## src/rtl/mult_pkg.sv

```systemverilog
// Shared types and defaults for the sequential shift-and-add multiplier.
package mult_pkg;

  localparam int unsigned DEF_WIDTH = 16;

  typedef enum logic [1:0] {
    IDLE,
    LOAD,
    CALC,
    DONE
  } mult_state_t;

endpackage

```

## src/rtl/mult_fsm.sv

```systemverilog
// Control for the shift-and-add multiplier: sequences IDLE/LOAD/CALC/DONE,
// counts iterations and produces registered busy/done plus datapath enables.
module mult_fsm
  import mult_pkg::*;
#(
  parameter int unsigned WIDTH      = DEF_WIDTH,
  parameter bit          EARLY_EXIT = 1'b0
) (
  input  logic clk,
  input  logic rst,
  input  logic start,
  input  logic mreg_rest_zero,
  output logic load_en,
  output logic calc_en,
  output logic cap_en,
  output logic busy,
  output logic done
);

  localparam int unsigned     CntW    = $clog2(WIDTH) + 1;
  localparam logic [CntW-1:0] CntLast = CntW'(WIDTH - 1);

  mult_state_t     state;
  logic [CntW-1:0] cnt;
  logic            last_iter;

  // Final CALC pass: all bits consumed, or (early exit) nothing left to add.
  assign last_iter = (cnt == CntLast) || (EARLY_EXIT && mreg_rest_zero);

  // State, iteration count and registered busy/done outputs.
  always_ff @(posedge clk or posedge rst) begin
    if (rst) begin
      state <= IDLE;
      cnt   <= '0;
      busy  <= 1'b0;
      done  <= 1'b0;
    end else begin
      done <= 1'b0;
      unique case (state)
        IDLE: begin
          if (start) begin
            state <= LOAD;
            busy  <= 1'b1;
          end
        end
        LOAD: begin
          state <= CALC;
          cnt   <= '0;
        end
        CALC: begin
          cnt <= cnt + 1'b1;
          if (last_iter) begin
            state <= DONE;
          end
        end
        DONE: begin
          // done rises together with the product capture and busy falling.
          state <= IDLE;
          busy  <= 1'b0;
          done  <= 1'b1;
        end
        default: state <= IDLE;
      endcase
    end
  end

  assign load_en = (state == LOAD);
  assign calc_en = (state == CALC);
  assign cap_en  = (state == DONE);

endmodule

```

## src/rtl/seq_shift_multiplier.sv

```systemverilog
// Iterative unsigned shift-and-add multiplier, one multiplier bit per clock.
module seq_shift_multiplier
  import mult_pkg::*;
#(
  parameter int unsigned WIDTH      = DEF_WIDTH,
  parameter bit          EARLY_EXIT = 1'b0
) (
  input  logic               clk,
  input  logic               rst,
  input  logic               start,
  input  logic [WIDTH-1:0]   multiplicand,
  input  logic [WIDTH-1:0]   multiplier,
  output logic               busy,
  output logic               done,
  output logic [2*WIDTH-1:0] product
);

  logic [2*WIDTH-1:0] acc;
  logic [2*WIDTH-1:0] mcand;
  logic [WIDTH-1:0]   mreg;
  logic               load_en;
  logic               calc_en;
  logic               cap_en;
  logic               mreg_rest_zero;

  // Multiplier bits still to be consumed after this cycle's shift.
  assign mreg_rest_zero = ((mreg >> 1) == '0);

  mult_fsm #(
    .WIDTH      (WIDTH),
    .EARLY_EXIT (EARLY_EXIT)
  ) u_fsm (
    .clk            (clk),
    .rst            (rst),
    .start          (start),
    .mreg_rest_zero (mreg_rest_zero),
    .load_en        (load_en),
    .calc_en        (calc_en),
    .cap_en         (cap_en),
    .busy           (busy),
    .done           (done)
  );

  // Operand capture and per-cycle conditional add / shift.
  always_ff @(posedge clk or posedge rst) begin
    if (rst) begin
      acc   <= '0;
      mcand <= '0;
      mreg  <= '0;
    end else if (load_en) begin
      acc   <= '0;
      mcand <= {{WIDTH{1'b0}}, multiplicand};
      mreg  <= multiplier;
    end else if (calc_en) begin
      if (mreg[0]) begin
        acc <= acc + mcand;
      end
      mcand <= mcand << 1;
      mreg  <= mreg >> 1;
    end
  end

  // Product only updates with a finished sum, never a partial one.
  always_ff @(posedge clk or posedge rst) begin
    if (rst) begin
      product <= '0;
    end else if (cap_en) begin
      product <= acc;
    end
  end

endmodule

```

## config.mk

```make
export PLATFORM = sky130hd
export DESIGN_NAME = seq_shift_multiplier
export DESIGN_NICKNAME = d
export VERILOG_FILES = /design/src/rtl/mult_pkg.sv /design/src/rtl/mult_fsm.sv /design/src/rtl/seq_shift_multiplier.sv
export SDC_FILE = /design/constraint.sdc
export NUM_CORES = 1
export LEC_CHECK = 0
export CORE_MARGIN = 5
export CORE_UTILIZATION = 31
export CTS_CLUSTER_SIZE = 20
export DETAILED_ROUTE_END_ITERATION = 10
export PLACE_DENSITY = 0.58
export SYNTH_ARGS = -nofsm -noshare
export SYNTH_HDL_FRONTEND = slang
export SYNTH_SLANG_ARGS = --single-unit
```

## constraint.sdc

```tcl
create_clock -name clk -period 12.81 [get_ports clk]
set_clock_uncertainty 0.2 [all_clocks]
set_input_delay 3.843 -clock clk [delete_from_list [all_inputs] [get_ports clk]]
set_output_delay 3.843 -clock clk [all_outputs]
set_load 0.02 [all_outputs]
```

==> results of run 1 <==
-- final cells by class --
| type | count | area (µm²) |
|---|---|---|
| timing repair buffer | 71 | 703 |
| sequential | 121 | 3030 |
| multi-input combinational | 443 | 3080 |
| clock buffer | 19 | 453 |
| clock inverter | 13 | 143 |
| fill | 2043 | 12300 |
| inverter | 35 | 134 |
| tap | 270 | 338 |
-- synth_stat cells (10+ instances only) --
cell type  number  area (µm²)
a21o_1         16         120
a21oi_1        51         255
clkbuf_1       21        78.8
dfrtp_1       121        3030
ha_1           37         463
inv_1          35         131
mux2_2         32         360
mux2i_1        32         320
nand2_1        62         233
nor2_1         41         154
o21ai_0        48         240
o22ai_1        15        93.8
xnor2_1        12         105
xor2_1         10        87.6
-- cell families (layout without fill, tap and decap cells) --
kind of cell	count (synthesis)	count (layout)	share of synthesized area
and+or+nand+nor	147	147	0.103
muxes	64	64	0.108
xor gates and xnor gates	22	22	0.0305
AOI/OAI and AO/OA	172	172	0.166
DFF	121	121	0.480
buffers and inverters	61	138	0.0363
adders and majority gates	38	38	0.0765
-- per-stage QoR --
step | utilization | cells | cell area (µm²)
3_5_place_dp | 0.361 | 940 | 7290
6_report | 0.391 | 972 | 7880
5_1_grt | 0.391 | 972 | 7880
2_1_floorplan | - | 625 | 6310
4_1_cts | 0.391 | 972 | 7880
3_3_place_gp | 0.361 | 940 | 7290
-- registers in the layout, indices dropped and copies added, names as in the netlist --
register	flops
acc	32
mcand	32
product	32
mreg	16
u_fsm.cnt	5
u_fsm.state	2
u_fsm.busy	1
u_fsm.done	1
-- routing by layer --
metal / up-vias / GRT usage
li1: 2359 / -
met1: 2199 / 0.169
met2: 68 / 0.186
met3: 12 / 0.0341
met4: 2 / 0.0407
met5: - / 0
-- final timing paths --
kind	startpoint	slack, ns	cells past startpoint	to
max	u_fsm.busy	7.27	1	busy
min	product[15]	0.30	1	product[15]
max reg2reg	mcand[0]	9.27	13	acc[30]
min reg2reg	product[15]	0.30	1	product[15]
max in group asynchronous	rst	7.45	3	acc[0]
min in group asynchronous	rst	3.73	2	product[21]
-- power by group through the flow --
| stage | Clock, mW | Combinational (mW) | Sequential (mW) |
|---|---|---|---|
| after global routing | 0.507 | 1.32 | 0.686 |
| after global placement | 0 | 1.17 | 0.670 |
| after CTS | 0.487 | 1.19 | 0.667 |
| after floorplan | 0 | 0.838 | 0.688 |
| final | 0.475 | 1.17 | 0.664 |
| after detailed placement | 0 | 1.19 | 0.671 |
==> qor.yml, run 1 <==
run_status:
  status: "complete, no violations"
floorplan:
  die_area_um2: 23300
  rows: 52
  core-area_um2: 20200
  die_w_um: 153
  die_y_um: 153
  pin_count: 69
  initial_core_util: 0.313
final_layout:
  antennaDiodeCount: 0
  areaGrowthSynthToFinish_pct: 24.8
  drive_above_1_share: 0.107
  fin_nets: 762
  mostFrequentLayoutCell: "dfrtp_1"
  final_cell_mix: "dfrtp_1 (121), clkdlybuf4s50_1 (68), nand2_1 (62), a21oi_1 (51), o21ai_0 (48)"
critical_path:
  worstSetupEndpointType: "primary output"
  arrival_ns: 1.50
  start_kind: "flip-flop"
  critical_path.max_fanout: 3
  slowest_delay_ns: 0.64
  cpLargestDelayFamily: "buffers and inverters"
  cp.buffers_inverters: 1
  timing_worst_setup_path_type: "reg2out"
  worst_path_max_delay_cell: "clkdlybuf4s50_1"
  crit_chain: "clkdlybuf4s50_1"
  critPathRequiredTime_ns: 8.77
synth:
  async_flop_share: 1.00
  synthDistinctLibCells: 46
  synthFlopType: "dfrtp_1"
  synth_nets: 698
  syn-cell-area_um2: 6310
  netlist_instances: 625
  yosysSeqAreaShare: 0.480
  yosysWarnings: 0
  synth.avg_cell_area_um2: 10.1
  synth_edf_count: 0
  ys_ff_latch: 121
clock_tree:
  cts.clk_slew.worst_paths_ns: 0.06
  htreeDepth: 4
  clock_sinks: 121
  numCtsBuffers: 17
  ctsResizeCount: 0
  clockRootBuffer: "clkbuf_16"
  cts_buffer_depth: 2
  post_cts_buffers: 0
  cts_hold_buf: 0
  worstSkewPairLatency_ns: 0.42
  cts_tree: "built"
route:
  vias: 4640
  wl_met1_um: 7040
  highest_layer: "met5"
  met2_length_um: 6140
  antenna_left: 0
  postRouteWirelength_um: 13800
  via_per_inst: 4.77
  drtIter0Drc: 179
  wl_per_cell_um: 14.2
  dr.pass1.iters: 4
  drc: 0
  wl_met3_um: 494
grt:
  grt_pass1_wl_um: 23400
  grt_max_degree: 107
  antenna_found_initial: 1
  grt_pass1_vias: 4612
  grt_usage: 0.122
  grt_overflow: 0
sta:
  slew-limit-headroom: 0.316
  maxSlewViolCount: 0
  whs_ns: 0.302
  fmax_mhz: 181
  period_needed_ns: 5.54
  finalSetupViolCount: 0
  rsz0062_at_grt: "no"
  fin_crit_sh: 0.432
  setup_ws_ns: 7.27
  final_hold_viol_count: 0
  tns_ns: 0
  tightest_slew_ns: 1.03
power_and_ir_drop:
  p_sw_frac: 0.418
  combPwrFrac: 0.507
  p_clk_frac: 0.205
  p_total_mw: 2.31
  p_int_mw: 1.35
  p_switching_mw: 0.967
  leakage_nw: 3.47
  irDropWorstVdd_mv: 0.173
  seq_power_share: 0.287
  powerDensity_nw_per_um2: 294
place:
  dp_slack_ns: 6.87
  portBuffers: 68
  gp_congestion: 0.786
  hpwlAfterDp_um: 9420
run:
  maxCapViolCount: 0
worst_hold_path:
  min_path_type: "reg2reg"
No activity file was read; power rests on OpenSTA's default activity.
==> inputs of run 2 (changes only) <==
- PLACE_DENSITY: 0.58 -> 0.6
- clock period: 12.81 -> 5.05 ns (I/O delays scaled with it)
==> run 2 against run 1 <==
  * Register-to-register slack worse by 7.7 ns
  * Global-route usage hardly changed
  * Total power grew to 2.6 times the previous value
  * Non-clock buffer count is 1 higher
  * Core utilization is 0.36 points higher
  * Clock power grew to 2.8 times the previous value
  * Sequential share of layout area is 0.35 points lower
  * First-iteration DRC count is 40% higher
  * Final area is 0.92% higher
==> qor.yml, run 2 (synthesized netlist as in run 1, its figures left out) <==
critical_path:
  worstSetupEndpointType: "flip-flop"
  start_kind: "flip-flop"
  critPathRequiredTime_ns: 5.20  # -3.57 ns
  arrival_ns: 3.62  # +2.12 ns
  cpLargestDelayFamily: "compound AO/OA/AOI/OAI gates"
  worst_path_max_delay_cell: "or4_1"
  timing_worst_setup_path_type: "reg2reg"
  crit_chain: "ha_1, a211oi_2, o21ai_1, a21oi_1, o21ai_2, a22o_1, o41a_1, a211o_1, and3_1, or4_1, nand3_1"
  slowest_delay_ns: 0.47  # -0.17 ns
  critical_path.max_fanout: 5  # +2
  cp.buffers_inverters: 0  # -1
grt:
  grt_pass1_wl_um: 23600  # +0.82%
  grt_pass1_vias: 4747  # +2.9%
  antenna_found_initial: 0  # -1
  grt_max_degree: 122  # +14%
  grt_usage: 0.123  # +0.000402
  grt_overflow: 0  # unchanged
final_layout:
  stdcell_count: 973  # +0.10%
  reg_top3: "acc x32, mcand x32, product x32"
  fin_nets: 763  # +0.13%
  areaGrowthSynthToFinish_pct: 26.0
  drive_above_1_share: 0.108  # +0.00127
  antennaDiodeCount: 0  # unchanged
  final_cell_mix: "dfrtp_1 (121), clkdlybuf4s50_1 (68), nand2_1 (62), a21oi_1 (51), o21ai_0 (48)"
  mostFrequentLayoutCell: "dfrtp_1"
  fillers: 2020  # -1.1%
clock_tree:
  cts.clk_slew.worst_paths_ns: 0.06  # about the same
  cts_tree: "built"
  clock_sinks: 121  # unchanged
  numCtsBuffers: 17  # unchanged
  clockRootBuffer: "clkbuf_16"
  post_cts_buffers: 0  # unchanged
  ctsResizeCount: 0  # unchanged
  cts_hold_buf: 0  # unchanged
  cts_buffer_depth: 2  # unchanged
  htreeDepth: 4  # unchanged
  worstSkewPairLatency_ns: 0.41  # about the same
place:
  placed_cells: 941  # +0.11%
  hpwlAfterDp_um: 9120  # -3.2%
  portBuffers: 68  # unchanged
  gp_congestion: 0.801  # +2.0%
power_and_ir_drop:
  p_int_mw: 3.53  # +160%
  p_sw_frac: 0.409  # -0.00854
  powerDensity_nw_per_um2: 752  # +160%
  p_clk_frac: 0.219  # +0.014
  seq_power_share: 0.282  # -0.005
  p_switching_mw: 2.45  # +150%
  p_total_mw: 5.98  # +160%
  leakage_nw: 3.51  # +1.3%
  irDropWorstVdd_mv: 0.386  # +120%
  combPwrFrac: 0.498  # -0.009
sta:
  tns_ns: 0  # unchanged
  fmax_mhz: 288
  rsz0062_at_grt: "no"
  final_hold_viol_count: 0  # unchanged
  period_needed_ns: 3.47
  fin_crit_sh: 0.687
  tightest_slew_ns: 1.01  # -0.0124 ns
  maxSlewViolCount: 0  # unchanged
  slew-limit-headroom: 0.325  # +0.00830
  finalSetupViolCount: 0  # unchanged
worst_hold_path:
  min_path_type: "reg2reg"
route:
  wl_per_cell_um: 14.2  # -0.25%
  dr.pass1.iters: 4  # unchanged
  drtIter0Drc: 250  # +40%
  via_per_inst: 4.80  # +0.50%
  drc: 0  # unchanged
  antenna_left: 0  # unchanged
  vias: 4668  # +0.60%
  postRouteWirelength_um: 13800  # -0.15%
floorplan:
  core-area_um2: 20200  # unchanged
  die_w_um: 153  # unchanged
  initial_core_util: 0.313  # unchanged
  die_y_um: 153  # unchanged
  die_area_um2: 23300  # unchanged
  pin_count: 69  # unchanged
  rows: 52  # unchanged
run:
  maxCapViolCount: 0  # unchanged
run_status:
  status: "complete, no violations"
==> run 2: changes by cell type in the layout (fill, tap and decap cells not counted) <==
| cell | previous run | this run |
|---|---|---|
| clkinvlp_4 | 5 | 2 |
| inv_6 | 2 | 0 |
| clkbuf_8 | 2 | 4 |
| buf_12 | 0 | 1 |
| clkinv_2 | 2 | 3 |
| bufinv_16 | 2 | 4 |
==> run 2: power by group through the flow <==
stage	clock [mW]	combinational, mW	sequential, mW
global route	1.39	3.35	1.74
CTS	1.35	3.02	1.70
finish	1.31	2.98	1.69
detailed placement	0	2.99	1.71
floorplan	0	2.13	1.75
global placement	0	2.98	1.70
==> run 2: final cells by class <==
class | instances | area, µm² | share of cell area
clock inverter | 11 | 168 | 0.0211
tap | 270 | 338 | 0.0425
inverter | 35 | 134 | 0.0168
timing repair buffer | 72 | 723 | 0.0909
multi-input combinational | 443 | 3080 | 0.388
sequential | 121 | 3030 | 0.381
clock buffer | 21 | 480 | 0.0604
==> run 2: final timing paths <==
kind	start	end	slack [ns]	cells past startpoint
max in group asynchronous	rst	product[16]	2.71	3
setup / recovery	acc[1]	acc[31]	1.58	11
setup reg to reg	acc[1]	acc[31]	1.58	11
hold reg to reg	product[19]	product[19]	0.31	1
min in group asynchronous	rst	product[17]	1.41	3
hold / removal	product[19]	product[19]	0.31	1
==> run 2: stage by stage <==
stage / hold slack [ns] / area, µm² / setup WS [ns] / util
2_1_floorplan: 0.266 / 6310 / 0.121 / -
3_3_place_gp: 0.292 / 7310 / 1.67 / 0.362
3_5_place_dp: 0.298 / 7310 / 1.59 / 0.362
4_1_cts: 0.309 / 7950 / 1.58 / 0.394
5_1_grt: 0.317 / 7950 / 1.34 / 0.394
6_report: 0.305 / 7950 / 1.58 / 0.394
==> run 2: metal layers <==
metal,track usage,part of all wire
met1,0.167,0.51
met2,0.189,0.44
met3,0.0341,0.033
met4,0.0407,0.014
met5,0,0
==> inputs of run 3 (changes only) <==
- clock period: 5.05 -> 3 ns (I/O delays scaled with it)
==> run 3 against run 2 <==
  * The flow now finishes with violations (setup timing)
  * Register-to-register slack got worse by 1.7 ns
  * Critical path depth did not move
  * Wire length rose by 7.0%
  * Non-clock buffer count rose by 90
  * Count of clock-buffer cells in the layout fell by 1
  * Maximum frequency rose by 9.8%
  * Sequential share of layout area fell by 3.5 points
  * Sequential power rose by 66%
  * Combinational power rose by 110%
  * Cell count rose by 9.0%
  * Highest routed layer unchanged
==> qor.yml, run 3 (synthesized netlist as in run 1, its figures left out) <==
critical_path:
  worstSetupEndpointType: "flip-flop"
  start_kind: "flip-flop"
  slowest_delay_ns: 0.47  # about the same
  r2r_setup_slack_ns: -0.16  # -1.74 ns
  arrival_ns: 3.31  # -0.31 ns
  crit_chain: "ha_4, a211oi_2, o21bai_1, a211oi_1, o211ai_1, a22o_1, o41a_1, a211o_1, and3_4, or4_4, nand3_2"
  critical_path.max_fanout: 3  # -2
  r2r_cells: 11  # unchanged
  timing_worst_setup_path_type: "reg2reg"
  rr_endpoint: "acc[31]"
  worst_path_max_delay_cell: "or4_4"
  reg2reg_from: "mcand[16]"
  critPathRequiredTime_ns: 3.15  # -2.05 ns
clock_tree:
  cts_buffer_depth: 2  # unchanged
  worstSkewPairLatency_ns: 0.42  # about the same
  clockRootBuffer: "clkbuf_16"
  clock_sinks: 121  # unchanged
  cts_hold_buf: 0  # unchanged
  htreeDepth: 4  # unchanged
  cts_tree: "built"
  cts.clk_slew.worst_paths_ns: 0.06  # about the same
  numCtsBuffers: 17  # unchanged
floorplan:
  die_w_um: 153  # unchanged
  rows: 52  # unchanged
  die_y_um: 153  # unchanged
  core-area_um2: 20200  # unchanged
  initial_core_util: 0.313  # unchanged
  die_area_um2: 23300  # unchanged
  pin_count: 69  # unchanged
worst_hold_path:
  min_delay_path_depth: 1  # unchanged
  min_path_type: "reg2reg"
  min_from: "product[22]"
  hold_end: "product[22]"
grt:
  grt_max_degree: 122  # unchanged
  grt_overflow: 0  # unchanged
  antenna_found_initial: 0  # unchanged
  grt_usage: 0.131  # +0.00868
  grt_pass1_vias: 4952  # +4.3%
  grt_pass1_wl_um: 25000  # +5.7%
power_and_ir_drop:
  p_total_mw: 11.2  # +87%
  p_switching_mw: 4.47  # +83%
  leakage_nw: 3.96  # +13%
  p_int_mw: 6.74  # +91%
  powerDensity_nw_per_um2: 1280  # +70%
  p_clk_frac: 0.189  # -0.030
  p_sw_frac: 0.399  # -0.0106
  irDropWorstVdd_mv: 0.734  # +90%
  combPwrFrac: 0.562  # +0.064
  seq_power_share: 0.249  # -0.033
route:
  vias: 4972  # +6.5%
  dr.pass1.iters: 4  # unchanged
  postRouteWirelength_um: 14800  # +7.0%
  drc: 0  # unchanged
  antenna_left: 0  # unchanged
  via_per_inst: 4.69  # -2.3%
  wl_per_cell_um: 13.9  # -1.9%
  drtIter0Drc: 229  # -8.4%
final_layout:
  drive_above_1_share: 0.239  # +0.131
  fin_nets: 853  # +12%
  mostFrequentLayoutCell: "dfrtp_1"
  final_cell_mix: "dfrtp_1 (121), buf_4 (92), clkdlybuf4s50_1 (68), nand2_1 (62), a21oi_1 (48)"
  fillers: 1994  # -1.3%
  final_util: 0.434  # +0.0401
  areaGrowthSynthToFinish_pct: 38.8
  reg_top3: "acc x32, mcand x32, product x32"
  antennaDiodeCount: 0  # unchanged
place:
  gp_congestion: 0.821  # +2.5%
  dp_slack_ns: -0.160  # -1.75 ns
  portBuffers: 68  # unchanged
  hpwlAfterDp_um: 10300  # +13%
run_status:
  status: "finished, violations left"
  violations: "setup timing"
sta:
  setup_ws_ns: -0.157  # -1.74 ns
  finalSetupViolCount: 1  # +1
  fin_crit_sh: 1.05  # +0.366
  final_hold_viol_count: 0  # unchanged
  fmax_mhz: 317  # +9.8%
  rsz0062_at_grt: "yes"
  maxSlewViolCount: 0  # unchanged
  period_needed_ns: 3.16  # -0.311 ns
  tightest_slew_ns: 0.971  # -0.0425 ns
  slew-limit-headroom: 0.353  # +0.0283
run:
  maxCapViolCount: 0  # unchanged
-- run 3: changes by cell type in the layout (fill, tap and decap cells not counted), moves of 2 or more --
cell      before  now
a211oi_1       6    3
a211oi_2       2    5
a21oi_1       51   48
a21oi_2        0    3
buf_4          3   92
ha_1          35   28
ha_4           1    7
inv_6          0    2
o21ai_0       48   41
o21ai_1        1    6
o21ai_2        1    4
-- run 3: power groups by stage --
stage          registers [mW]  logic (mW)  clock network (mW)
3_5_place_dp             2.83        6.10                   0
6_report                 2.80        6.30                2.11
5_1_grt                  2.89        7.02                2.24
3_3_place_gp             2.80        6.06                   0
2_1_floorplan            2.97        3.67                   0
4_1_cts                  2.80        6.19                2.16
-- run 3: area by class of cell --
type                       instances  area (µm²)  area share
clock buffer                      20         467      0.0533
clock inverter                    10         143      0.0163
inverter                          35         135      0.0154
multi-input combinational        443        3250       0.371
sequential                       121        3030       0.346
tap                              270         338      0.0385
timing repair buffer             162        1400       0.160
-- run 3: how the worst max path moves through the flow --
stage	startpoint	end	slack, ns	cells after the start
after global placement	mcand[16]	acc[31]	-0.14	11
after CTS	mcand[16]	acc[31]	-0.18	11
final	mcand[16]	acc[31]	-0.16	11
after global routing	mcand[16]	acc[31]	-0.29	11
after floorplan	mcand[16]	acc[31]	-0.03	11
after detailed placement	mcand[16]	acc[31]	-0.16	11
-- run 3: what timing repair did --
action | 4_1_cts | 5_1_grt
buffers inserted | 5 | 1
pin swaps | 9 | 19
resized for setup | 4 | 25
setup endpoints to repair | 7 | 13
-- run 3: critical path: cells and delay by family (launching register included) --
kind                     cells  cell delay (ns)
AO/OA/AOI/OAI                7             1.51
AND/OR/NAND/NOR              3             0.71
flip-flops                   1             0.41
adder cells (fa/ha/maj)      1             0.26
-- run 3: through the flow --
stage	TNS, ns	std cells	instance area, µm²	hold WS (ns)
after floorplan	-0.0344	625	6400	0.266
after global placement	-0.182	1025	8010	0.291
after detailed placement	-0.495	1025	8010	0.295
after CTS	-0.180	1060	8660	0.307
after global routing	-0.664	1061	8760	0.320
final	-0.157	1061	8760	0.302
-- run 3: routing by layer --
layer	GRT usage	vias up	share of wire
met3	0.0366	9	0.041
li1	-	2544	-
met2	0.204	81	0.45
met1	0.181	2338	0.50
met4	0.0365	0	0.010
met5	0	-	0
